==> src/rtl/riscv_mem_pkg.sv <==
// rtl/riscv_mem_pkg.sv - shared store types, FSM states and offset helpers
// Used by store_merge_unit and store_lane_merge.
package riscv_mem_pkg;

  localparam int BYTE_W      = 8;
  localparam int DWORD_BYTES = 8;

  typedef enum logic [1:0] {
    ST_B = 2'b00,
    ST_H = 2'b01,
    ST_W = 2'b10,
    ST_D = 2'b11
  } store_type_t;

  typedef enum logic [2:0] {
    IDLE = 3'd0,
    RD   = 3'd1,
    WAIT = 3'd2,
    WR   = 3'd3,
    DONE = 3'd4
  } sm_state_t;

  // Snap a byte offset down to the natural alignment of the access size.
  function automatic logic [2:0] natural_off(input store_type_t t, input logic [2:0] off);
    case (t)
      ST_B:    natural_off = off;
      ST_H:    natural_off = {off[2:1], 1'b0};
      ST_W:    natural_off = {off[2], 2'b00};
      default: natural_off = 3'b000;
    endcase
  endfunction

  function automatic logic is_misaligned(input store_type_t t, input logic [2:0] off);
    case (t)
      ST_B:    is_misaligned = 1'b0;
      ST_H:    is_misaligned = off[0];
      ST_W:    is_misaligned = |off[1:0];
      default: is_misaligned = |off;
    endcase
  endfunction

endpackage

==> src/rtl/store_lane_merge.sv <==
// rtl/store_lane_merge.sv - combinational little-endian byte-lane merge of store data into a doubleword
module store_lane_merge
  import riscv_mem_pkg::*;
(
  input  logic [DWORD_BYTES*BYTE_W-1:0] i_rdata,
  input  logic [DWORD_BYTES*BYTE_W-1:0] i_store_data,
  input  logic [2:0]                    i_off,
  input  store_type_t                   i_store_type,
  output logic [DWORD_BYTES*BYTE_W-1:0] o_merged
);

  logic [3:0] w_nbytes;
  logic [2:0] w_rel;

  always_comb begin
    w_nbytes = 4'd1;
    w_rel    = 3'd0;
    o_merged = i_rdata;
    case (i_store_type)
      ST_B:    w_nbytes = 4'd1;
      ST_H:    w_nbytes = 4'd2;
      ST_W:    w_nbytes = 4'd4;
      default: w_nbytes = 4'd8;
    endcase
    // Lane b takes source byte (b - off) when it falls inside the access window.
    for (int b = 0; b < DWORD_BYTES; b++) begin
      w_rel = 3'(b) - i_off;
      if ((3'(b) >= i_off) && ({1'b0, w_rel} < w_nbytes)) begin
        o_merged[b*BYTE_W +: BYTE_W] = i_store_data[{w_rel, 3'b000} +: BYTE_W];
      end
    end
  end

endmodule

==> src/rtl/store_merge_unit.sv <==
// rtl/store_merge_unit.sv - read-modify-write store sequencer for a 64-bit memory without byte enables
// Optional misalignment trapping: STORE_MERGE_ALIGN_CHECK_EN.
module store_merge_unit
  import riscv_mem_pkg::*;
#(
  parameter int MEM_RD_LAT = 1,
  parameter int XLEN       = 64
) (
  input  logic            clock,
  input  logic            reset,
  input  logic            start,
  input  logic [1:0]      store_type,
  input  logic [XLEN-1:0] addr,
  input  logic [XLEN-1:0] store_data,
  input  logic [XLEN-1:0] mem_rdata,
  output logic [XLEN-1:0] mem_addr,
  output logic [XLEN-1:0] mem_wdata,
  output logic            mem_wr,
  output logic            busy,
  output logic            done,
  output logic            misaligned
);

  sm_state_t       r_state;
  store_type_t     r_type;
  logic [XLEN-1:0] r_addr;
  logic [XLEN-1:0] r_data;
  logic [XLEN-1:0] r_rdata;
  logic [2:0]      r_cnt;
  logic [2:0]      w_off;
  logic [XLEN-1:0] w_merged;
  logic            w_mem_active;

`ifdef STORE_MERGE_ALIGN_CHECK_EN
  logic r_mis;

  // Misaligned requests never reach the merge, so the raw offset is safe here.
  assign w_off      = r_addr[2:0];
  assign misaligned = (r_state == DONE) && r_mis;
`else
  assign w_off      = natural_off(r_type, r_addr[2:0]);
  assign misaligned = 1'b0;
`endif

  store_lane_merge u_merge (
    .i_rdata      (r_rdata),
    .i_store_data (r_data),
    .i_off        (w_off),
    .i_store_type (r_type),
    .o_merged     (w_merged)
  );

  always_ff @(posedge clock or posedge reset) begin
    if (reset) begin
      r_state <= IDLE;
      r_type  <= ST_B;
      r_addr  <= '0;
      r_data  <= '0;
      r_rdata <= '0;
      r_cnt   <= '0;
`ifdef STORE_MERGE_ALIGN_CHECK_EN
      r_mis   <= 1'b0;
`endif
    end else begin
      case (r_state)
        IDLE: begin
          if (start) begin
            r_type <= store_type_t'(store_type);
            r_addr <= addr;
            r_data <= store_data;
`ifdef STORE_MERGE_ALIGN_CHECK_EN
            if (is_misaligned(store_type_t'(store_type), addr[2:0])) begin
              r_mis   <= 1'b1;
              r_state <= DONE;
            end else begin
              r_state <= (store_type_t'(store_type) == ST_D) ? WR : RD;
            end
`else
            r_state <= (store_type_t'(store_type) == ST_D) ? WR : RD;
`endif
          end
        end
        RD: begin
          r_cnt   <= 3'(MEM_RD_LAT - 1);
          r_state <= WAIT;
        end
        WAIT: begin
          if (r_cnt == 3'd0) begin
            r_rdata <= mem_rdata;
            r_state <= WR;
          end else begin
            r_cnt <= r_cnt - 3'd1;
          end
        end
        WR: r_state <= DONE;
        DONE: begin
`ifdef STORE_MERGE_ALIGN_CHECK_EN
          r_mis   <= 1'b0;
`endif
          r_state <= IDLE;
        end
        default: r_state <= IDLE;
      endcase
    end
  end

  // Outputs decode straight from state so an async reset drops mem_wr at once.
  assign w_mem_active = (r_state == RD) || (r_state == WAIT) || (r_state == WR);
  assign mem_addr     = w_mem_active ? {r_addr[XLEN-1:3], 3'b000} : '0;
  assign mem_wr       = (r_state == WR);
  assign mem_wdata    = (r_state == WR) ? w_merged : '0;
  assign busy         = (r_state != IDLE);
  assign done         = (r_state == DONE);

endmodule

==> config.mk <==
export PLATFORM = sky130hd
export DESIGN_NAME = store_merge_unit
export DESIGN_NICKNAME = d
export VERILOG_FILES = /design/src/rtl/riscv_mem_pkg.sv /design/src/rtl/store_lane_merge.sv /design/src/rtl/store_merge_unit.sv
export SDC_FILE = /design/constraint.sdc
export NUM_CORES = 1
export LEC_CHECK = 0
export ABC_AREA = 0
export CAP_MARGIN = 10
export CORE_ASPECT_RATIO = 0.8
export CORE_MARGIN = 4
export CORE_UTILIZATION = 52
export CTS_BUF_LIST = sky130_fd_sc_hd__clkbuf_16
export CTS_CLUSTER_SIZE = 25
export DETAILED_ROUTE_END_ITERATION = 10
export PLACE_DENSITY = 0.86
export SLEW_MARGIN = 5
export SYNTH_ARGS = -nofsm -noshare
export SYNTH_HDL_FRONTEND = slang
export SYNTH_SLANG_ARGS = --single-unit
==> constraint.sdc <==
create_clock -name clock -period 16.55 [get_ports clock]
set_clock_uncertainty 0.2 [all_clocks]
set_input_delay 1.655 -clock clock [delete_from_list [all_inputs] [get_ports clock]]
set_output_delay 1.655 -clock clock [all_outputs]
set_load 0.005 [all_outputs]
**Yosys cells after proc, flatten, opt, wreduce, memory -nomap -nowiden**

Index checks and enable logic that the tools add are counted.

- $lt $le $gt $ge: 16
- Multiplexer cells: 18
- $add $sub $neg: 9
- Shift operators: 8
- Reductions and logical operators: 19
- Equality and inequality tests: 10

Operators with widths:

| operator | count |
|---|---|
| $shiftx A64 B7 Y8 | 8 |
| $mux W64 | 2 |
| $mux W8 | 8 |
| $lt A3 B4 Y1 | 8 |
| $ge A3 B3 Y1 const A | 4 |
| $pmux W3 S4 | 1 |
| $pmux W4 S3 | 1 |
| $sub A3 B3 Y3 const A | 4 |
| $mux W3 | 3 |
| $pmux W3 S3 | 1 |
| $logic_and A1 B1 Y1 | 8 |
| $reduce_and A2 Y1 | 4 |
| $eq A3 B2 Y1 const B | 2 |
| $ge A1 B3 Y1 const A | 2 |
| $ge A2 B3 Y1 const A | 2 |
| $logic_not A3 Y1 | 2 |
| $ne A2 B2 Y1 const B | 3 |
| $pmux W3 S2 | 1 |
| $sub A1 B3 Y3 const A | 2 |
| $sub A2 B3 Y3 const A | 2 |
| $eq A2 B2 Y1 const B | 2 |
| $eq A3 B1 Y1 const B | 1 |
| $eq A3 B3 Y1 const B | 1 |
| $reduce_bool A3 Y1 | 1 |
| other kinds (6) | 7 |

- Flip-flop bits (word level): 200
- Bits of input ports: 197

**Depth between registers and ports, before layout**

Gate-level depths: netlist of run 1.

- Depth after elaboration: 7
- Depth in mapped cells: 14
- Depth with buffers taken out: 11

**Hierarchy**

A second synthesis of run 1 with hierarchy kept.

- Cells, all modules: 1049
- Area, all modules: 13543.0 um^2

By module, submodules not included:

| module | sequential area each (um^2) | instances | area an instance (um^2) | cells each |
|---|---|---|---|---|
| store_merge_unit | 5004.8 | 1 | 8982.4 | 596 |
| store_lane_merge | 0.0 | 1 | 4560.6 | 453 |

**Worst setup path after synthesis of run 1**

No wires, ideal clock.

- Path type: register to output
- Start point: register r_type[1]
- End point: output mem_wdata[53]
- Stages on the path, launching flop included: 15
- Data arrival time: 3.461 ns
- Data required time: 14.695 ns
- Slack: 11.234 ns
- Cells stage by stage: dfrtp_1 > or3b_4 > buf_6 > buf_6 > ha_1 > clkbuf_1 > clkinv_1 > clkbuf_1 > ha_1 > o31ai_1 > a211oi_1 > a21oi_1 > buf_2 > o21ai_0 > a21oi_1

- Cells in the longest elaborated chain, start to end: 7
- Elaborated cells on any way between the ends: 12
- Those cells by class: 1 x add/sub; 2 x order compare; 2 x eq/ne; 1 x shift; 4 x mux; 2 x reduce/logical

Ends and longest elaborated chain:

| item | line | text |
|---|---|---|
| start: declaration | store_merge_unit.sv:25 | `store_type_t r_type;` |
| start signal: assignment | store_merge_unit.sv:68 | `r_type <= store_type_t'(store_type);` |
| branches (longest 5 deep; another with $sub A3 B3 Y3) | -- |  |
| $mux W8 * | store_lane_merge.sv:28 | `if ((3'(b) >= i_off) && ({1'b0, w_rel} < w_nbytes)) begin` |
| $mux W64 * | store_merge_unit.sv:111 | `assign mem_wdata = (r_state == WR) ? w_merged : '0;` |
| end: declaration | store_merge_unit.sv:17 | `output logic [XLEN-1:0] mem_wdata,` |

Mark *: on every way between the ends.

**Final worst setup path of run 1**

- Start point: register r_type[1]
- End point: output mem_wdata[48]

The elaborated chain is that of the path after synthesis.

==> metrics.md, run 1 <==
| Metric | Value |
|---|---|
| Synth Area per Inst | `around 13 um^2` |
| Buffers on Ports | `324` |
| Largest net degree at the start of global routing | `132` |
| First-pass GRT wire length | `52,100 um` |
| Vias per cell | `5.89` |
| Post-synth EDFFs | `0` |
| DP HPWL | `~26,000 um` |
| Max frequency | `0.124 GHz` |
| Synth Area in Compound Gates | `7.25%` |
| Worst-path clk slew | `about 0.07 ns` |
| Sequential cell area fraction in the yosys report | `43.8%` |
| Final setup fails | `0` |
| Area share of fa/ha/maj cells after synthesis | `2.52%` |
| CP cell instances | `nand2b_1 -> clkinv_1 -> ha_1 -> xnor2_1 -> buf_4 -> inv_2 -> ha_1 -> nor2_1 -> a211oi_1 -> a21oi_1 -> o21ai_0 -> a21oi_1 -> clkdlybuf4s50_1` |
| Hold worst-path end | `r_addr[56]` |
| Pwr per Cell Area | `241 nW/um^2` |
| TNS Setup | `0 ns` |
| Antenna violations before repair | `0` |
| Wire per inst | `23.4 um` |
| Area grow syn2layout | `34.3%` |
| Largest family of logic cells by synthesized area | `multiplexers` |
| I/O pin total | `329` |
| Number of nets in the layout | `1,395` |
| Placed cell count | `1,430` |
| Hold Violations, Final | `0` |
| Worst Tran Pin Value | `1.16 ns` |
| Initial Util | `52.9%` |
| Die H | `141 um` |
| Die W | `174 um` |
| M1 GR Usage | `40.3%` |
| Commonest cells after routing, fill and taps aside | `324 x clkdlybuf4s50_1, 200 x dfrtp_1, 194 x mux2_2` |
| GR peak layer | `met2` |
| Vias in the first global route | `between 8,000 and 9,000` |
| Clock buffer depth | `2` |
| Worst-skew pair later-pin latency | `0.43 ns` |
| Clock Tree Root | `clkbuf_16` |
| Inserted Clock Buffers | `17` |
| Reg2Reg Setup Slack | `between 10 and 15 ns` |
| Peak VDD IR | `104 uV` |
| Arrival time worst endpoint | `6.24 ns` |
| R2R Path Start | `r_state[0]` |
| R2R Path End | `r_data[18]` |
| Portion of netlist area occupied by mux cells | `36.9%` |
| Met3 Use GR | `roughly 6.6%` |
| RSZ-0062 raised after global routing | `no` |
| Critical path endpoint category | `primary output` |
| CORE AREA | `21,600 um^2` |
| Yosys reg bits | `200` |
| Xor and xnor area share after synthesis | `0.0766%` |
| Final Critical Period | `8.09 ns` |
| Crit-path max cell delay | `about 1.1 ns` |
| Grt total ovfl | `0` |
| P_leak | `approximately 6.2 nW` |
| Hold Path Class | `reg -> reg` |
| Routability cong. | `between 0.9 and 1` |
| Max-cap violations | `0` |
| Mapped Area | `11,400 um^2` |
| DIE AREA | `between 20,000 and 25,000 um^2` |
| Async S/R FF share, synth | `between 90% and 100%` |
| Via count | `roughly 8,600` |
| Status | `completed` |
| CTS tree | `done` |
| Final Non-Filler Cells | `about 1,500` |
| Synth unique cells | `47` |
| Clk sinks | `200` |
| Hold_sp | `r_addr[56]` |
| Cell count after synthesis | `approximately 880` |
| WL final | `34,200 um` |
| Worst EP required | `roughly 15 ns` |
| Hold_buf cts | `0` |
| Slowest CP cell | `clkinv_1` |
| Worst Path Max Fanout | `22` |
| Gr usage total | `approximately 28%` |
| Fin crit share | `48.9%` |
| Yosys Warn Count | `0` |
| Max Slew Vio Count | `0` |
| Critical path class | `reg -> out` |
| Simple-gate share of the synthesized area | `roughly 5.8%` |
| Slew Limit Headroom | `between 20% and 30%` |
| DRT iter0 DRCs | `729` |
| Commonest non-fill, non-tap cell in the layout | `clkdlybuf4s50_1` |
| GRT met2 Usage | `43.0%` |
| Ratio of cells with drive above 1 in the final layout | `26.6%` |
| ANT nets after route | `0` |
| Antenna Cells | `0` |
| Reg2reg path depth | `4` |
| 1st-pass router iterations | `5` |
| Core Rows | `48` |
| Drc violations | `0` |
| CTS H-Tree Depth | `4` |
| Worst Hold Path Cells | `1` |
| CP startpoint kind | `flop` |
| Top_reg_cell synth | `dfrtp_1` |
| Post-CTS Setup Bufs | `0` |
| CTS resizes | `0` |
per-stage QoR:
stage               hold slack (ns)  instance area [um^2]  util [%]  setup slack (ns)  power [mW]
floorplan                     0.271                 11400         -              9.24        2.38
global placement              0.280                 14800      68.3              9.25        3.18
detailed placement            0.287                 14800      68.3              9.02        3.25
CTS                           0.304                 15300      70.9              8.56        3.67
global route                  0.312                 15400      71.0              8.04        3.91
finish                        0.300                 15400      71.0              8.46        3.71
how the worst max path moves through the flow:
stage / startpoint / endpoint / slack, ns
2_1_floorplan: reset / r_addr[0] / 9.24
3_3_place_gp: r_type[1] / mem_wdata[55] / 9.25
3_5_place_dp: r_type[1] / mem_wdata[48] / 9.02
4_1_cts: r_type[1] / mem_wdata[48] / 8.56
5_1_grt: r_type[1] / mem_wdata[52] / 8.04
6_report: r_type[1] / mem_wdata[48] / 8.46
synth_stat cells, drive strengths merged, types with 2 or more instances:
library cell  instances  area (um^2)
and2                 65          407
a211oi               11         82.6
inv                  16         65.1
nor2                 21         78.8
dfrtp               200         5000
ha                   23          288
mux2i                59          591
mux2                194         2180
nor2b                 2         12.5
clkbuf               20         75.1
a21oi                58          290
nand2                16         62.6
a221oi                2         23.8
nand2b                6         37.5
clkinv                2         7.51
mux4                 64         1440
o31ai                 2         15.0
buf                  43          279
o21ai                56          284
a31oi                 6         37.5
a21boi                2         15.0
power by group:
| group | total [mW] | leakage [nW] | switching, mW | internal [mW] |
|---|---|---|---|---|
| Sequential | 0.971 | 2.37 | 0.231 | 0.740 |
| Clock | 0.413 | 0.282 | 0.201 | 0.212 |
| Combinational | 2.32 | 3.54 | 1.11 | 1.21 |
| Total | 3.71 | 6.19 | 1.54 | 2.16 |
registers in the layout, summed over array words and instances (netlist names):
| name | cells |
|---|---|
| r_addr | 64 |
| r_cnt | 3 |
| r_state | 3 |
| r_type | 2 |
| r_data | 64 |
| r_rdata | 64 |
layer usage:
metal  routed length (um)  up-vias  part of all wire (%)
met4                  522        0                   1.5
met2                15800      396                    46
met3                 3040       35                   8.9
li1                     -     3862                     -
met1                14900     4326                    44
met5                    0        -                     0
layout make-up:
| cell class | instances | area [um^2] |
|---|---|---|
| Fill cell | 1525 | 6260 |
| Multi-Input combinational cell | 605 | 6030 |
| Clock inverter | 15 | 146 |
| Clock buffer | 17 | 425 |
| Sequential cell | 200 | 5000 |
| Tap cell | 275 | 344 |
| Timing Repair Buffer | 333 | 3330 |
| Inverter | 18 | 80.1 |
worst max-delay path: cells and delay by family, from the launching register on:
| kind | cells | cell delay, ns |
|---|---|---|
| buffers and inverters | 4 | 1.97 |
| AO/OA/AOI/OAI | 4 | 1.20 |
| AND/OR/NAND/NOR | 2 | 1.04 |
| adder cells (fa/ha/maj) | 2 | 0.82 |
| flip-flops | 1 | 0.63 |
| XOR/XNOR | 1 | 0.16 |
kinds of logic (layout without fill, tap and decap cells):
logic type	Yosys count	count (layout)
muxes	317	317
AOI/OAI and AO/OA	144	144
and+or+nand+nor	116	116
DFF	200	200
adders and majority gates	23	23
other	1	4
xor gates and xnor gates	1	1
buffers and inverters	81	383
Power figures use the tool's default switching activity.
==> inputs of run 2 (changes only) <==
--- a/config.mk
+++ b/config.mk
@@ -9,11 +9,11 @@
 export CAP_MARGIN = 10
 export CORE_ASPECT_RATIO = 0.8
 export CORE_MARGIN = 4
-export CORE_UTILIZATION = 52
+export CORE_UTILIZATION = 44
 export CTS_BUF_LIST = sky130_fd_sc_hd__clkbuf_16
 export CTS_CLUSTER_SIZE = 25
 export DETAILED_ROUTE_END_ITERATION = 10
-export PLACE_DENSITY = 0.86
+export PLACE_DENSITY = 0.78
 export SLEW_MARGIN = 5
 export SYNTH_ARGS = -nofsm -noshare
 export SYNTH_HDL_FRONTEND = slang
==> constraint.sdc (replaced) <==
create_clock -name clock -period 6.9 [get_ports clock]
set_clock_uncertainty 0.2 [all_clocks]
set_input_delay 0.69 -clock clock [delete_from_list [all_inputs] [get_ports clock]]
set_output_delay 0.69 -clock clock [all_outputs]
set_load 0.005 [all_outputs]
==> run 2 against run 1 <==
  * First-iteration DRC count is 7.0% higher
  * Sequential cell count stayed put
  * Non-clock buffer count is 5 higher
  * Die area is 17% higher
  * Clock power grew to 2.5 times the previous value
  * Power is 140% higher
  * Final area is 1.0% higher
  * Highest routed layer unchanged
  * Via count is 0.49% higher
  * Global-route usage is 3.5 points lower
  * Worst hold slack hardly changed
  * Sequential power is 140% higher
==> metrics.md, run 2 (synthesis gave the netlist of run 1 again) <==
| Metric | Value |
|---|---|
| Hold Path Class | `reg -> reg` |
| Worst-skew pair later-pin latency | `~0.43 ns` |
| CTS resizes | `0` |
| Worst path depth | `9` |
| Setup slack at placement | `1.43 ns` |
| Slew Limit Headroom | `23.8%` |
| Die W | `188 um` |
| Slowest CP cell | `ha_1` |
| Commonest cells after routing, fill and taps aside | `324 x clkdlybuf4s50_1, 200 x dfrtp_1, 194 x mux2_2` |
| Peak VDD IR | `234 uV` |
| Crit-path max cell delay | `just under 1 ns` |
| DP HPWL | `26,600 um` |
| Worst Hold Path Cells | `1` |
| Buffers on Ports | `about 320` |
| ANT nets after route | `0` |
| Max-cap violations | `0` |
| DIE AREA | `between 20,000 and 30,000 um^2` |
| CP cell instances | `or3b_4 -> ha_1 -> ha_1 -> o31ai_1 -> nand2b_1 -> a221oi_2 -> o21ai_0 -> a31oi_1 -> clkdlybuf4s50_1` |
| Worst EP required | `6.01 ns` |
| Max frequency | `approximately 0.17 GHz` |
| Hold Violations, Final | `0` |
| Biggest regs | `r_addr: 64 flops, r_data: 64 flops, r_rdata: 64 flops` |
| Final Non-Filler Cells | `1,544` |
| Worst-path clk slew | `0.08 ns` |
| Crit path to | `mem_wdata[7]` |
| Final Critical Period | `5.94 ns` |
| DRT iter0 DRCs | `780` |
| Wire per inst | `22.7 um` |
| Reg2reg path depth | `4` |
| Worst Tran Pin Value | `1.14 ns` |
| Clk sinks | `200` |
| Antenna violations before repair | `0` |
| CORE AREA | `roughly 25,000 um^2` |
| Max Slew Vio Count | `0` |
| Vias in the first global route | `8,600` |
| Top Family by Delay on Critical Path | `adder cells` |
| Final setup fails | `0` |
| WL final | `35,100 um` |
| CP startpoint kind | `flop` |
| Critical path class | `reg -> out` |
| Core Rows | `52` |
| Status | `completed` |
| Fin crit share | `86.1%` |
| Setup WS post-layout | `0.957 ns` |
| Via count | `about 8,700` |
| Largest net degree at the start of global routing | `83` |
| Placed cell count | `1,511` |
| Routability cong. | `0.908` |
| Inserted Clock Buffers | `17` |
| Initial Util | `45.0%` |
| Number of nets in the layout | `1,400` |
| CTS H-Tree Depth | `4` |
| Reg2Reg Setup Slack | `4.37 ns` |
| Gr usage total | `~24%` |
| P_leak | `6.23 nW` |
| # fillers | `2,017` |
| Worst Path Max Fanout | `39` |
| Hold_buf cts | `0` |
| Top cell by count, worst path | `ha_1` |
| Post-CTS Setup Bufs | `0` |
| I/O pin total | `329` |
| Clock Tree Root | `clkbuf_16` |
| Die H | `roughly 150 um` |
| R2R Path End | `r_data[20]` |
| Ratio of cells with drive above 1 in the final layout | `26.8%` |
| 1st-pass router iterations | `5` |
| Arrival time worst endpoint | `a little over 5 ns` |
| TNS Setup | `0 ns` |
| CTS tree | `done` |
| Worst Path Buf+Inv | `1` |
| Critical path endpoint category | `primary output` |
| Clock buffer depth | `2` |
| Grt total ovfl | `0` |
| Pwr per Cell Area | `between 500 and 600 nW/um^2` |
| First-pass GRT wire length | `around 53,000 um` |
| Commonest non-fill, non-tap cell in the layout | `clkdlybuf4s50_1` |
| Area grow syn2layout | `35.7%` |
| Vias per cell | `5.61` |
| RSZ-0062 raised after global routing | `no` |
| Antenna Cells | `0` |
| R2R Path Start | `r_state[0]` |
| CP startpoint | `r_type[1]` |
| Drc violations | `0` |
==> run 2: how the worst min path moves through the flow <==
stage               startpoint          to  slack (ns)
CTS                 r_addr[58]  r_addr[58]        0.30
global route        r_addr[58]  r_addr[58]        0.31
detailed placement  r_addr[20]  r_addr[20]        0.29
finish              r_addr[57]  r_addr[57]        0.30
global placement    r_addr[48]  r_addr[48]        0.28
floorplan             r_cnt[2]    r_cnt[2]        0.27
==> run 2: through the flow <==
stage	util, %	instance area, um^2	hold WS [ns]	power [mW]
after floorplan	-	11400	0.271	5.71
after detailed placement	58.5	14900	0.287	7.89
after CTS	60.9	15500	0.305	8.97
final	61.0	15500	0.300	8.99
after global routing	61.0	15500	0.309	9.54
after global placement	58.5	14900	0.280	7.76
==> run 2: final cells by class <==
type | instances | area, um^2 | area share, %
repair buffers | 338 | 3370 | 21.7
clock buffers | 17 | 425 | 2.74
well taps | 351 | 439 | 2.83
flip-flops and latches | 200 | 5000 | 32.3
multi-input cells | 605 | 6030 | 38.8
inverters | 18 | 80.1 | 0.516
clock inverters | 15 | 174 | 1.12
==> run 2: routing by layer <==
layer / wire, um / vias to the layer above / GRT usage, %
met2: 16100 / 392 / 36.7
met5: 0 / - / 0
met1: 15300 / 4376 / 34.7
met3: 3270 / 29 / 7.08
li1: - / 3864 / -
met4: 522 / 0 / 5.66
==> run 2: power by group <==
group | internal, mW | switching, mW | total, mW
combinational | 2.93 | 2.71 | 5.65
clock | 0.573 | 0.469 | 1.04
sequential | 1.77 | 0.530 | 2.30
total | 5.28 | 3.71 | 8.99
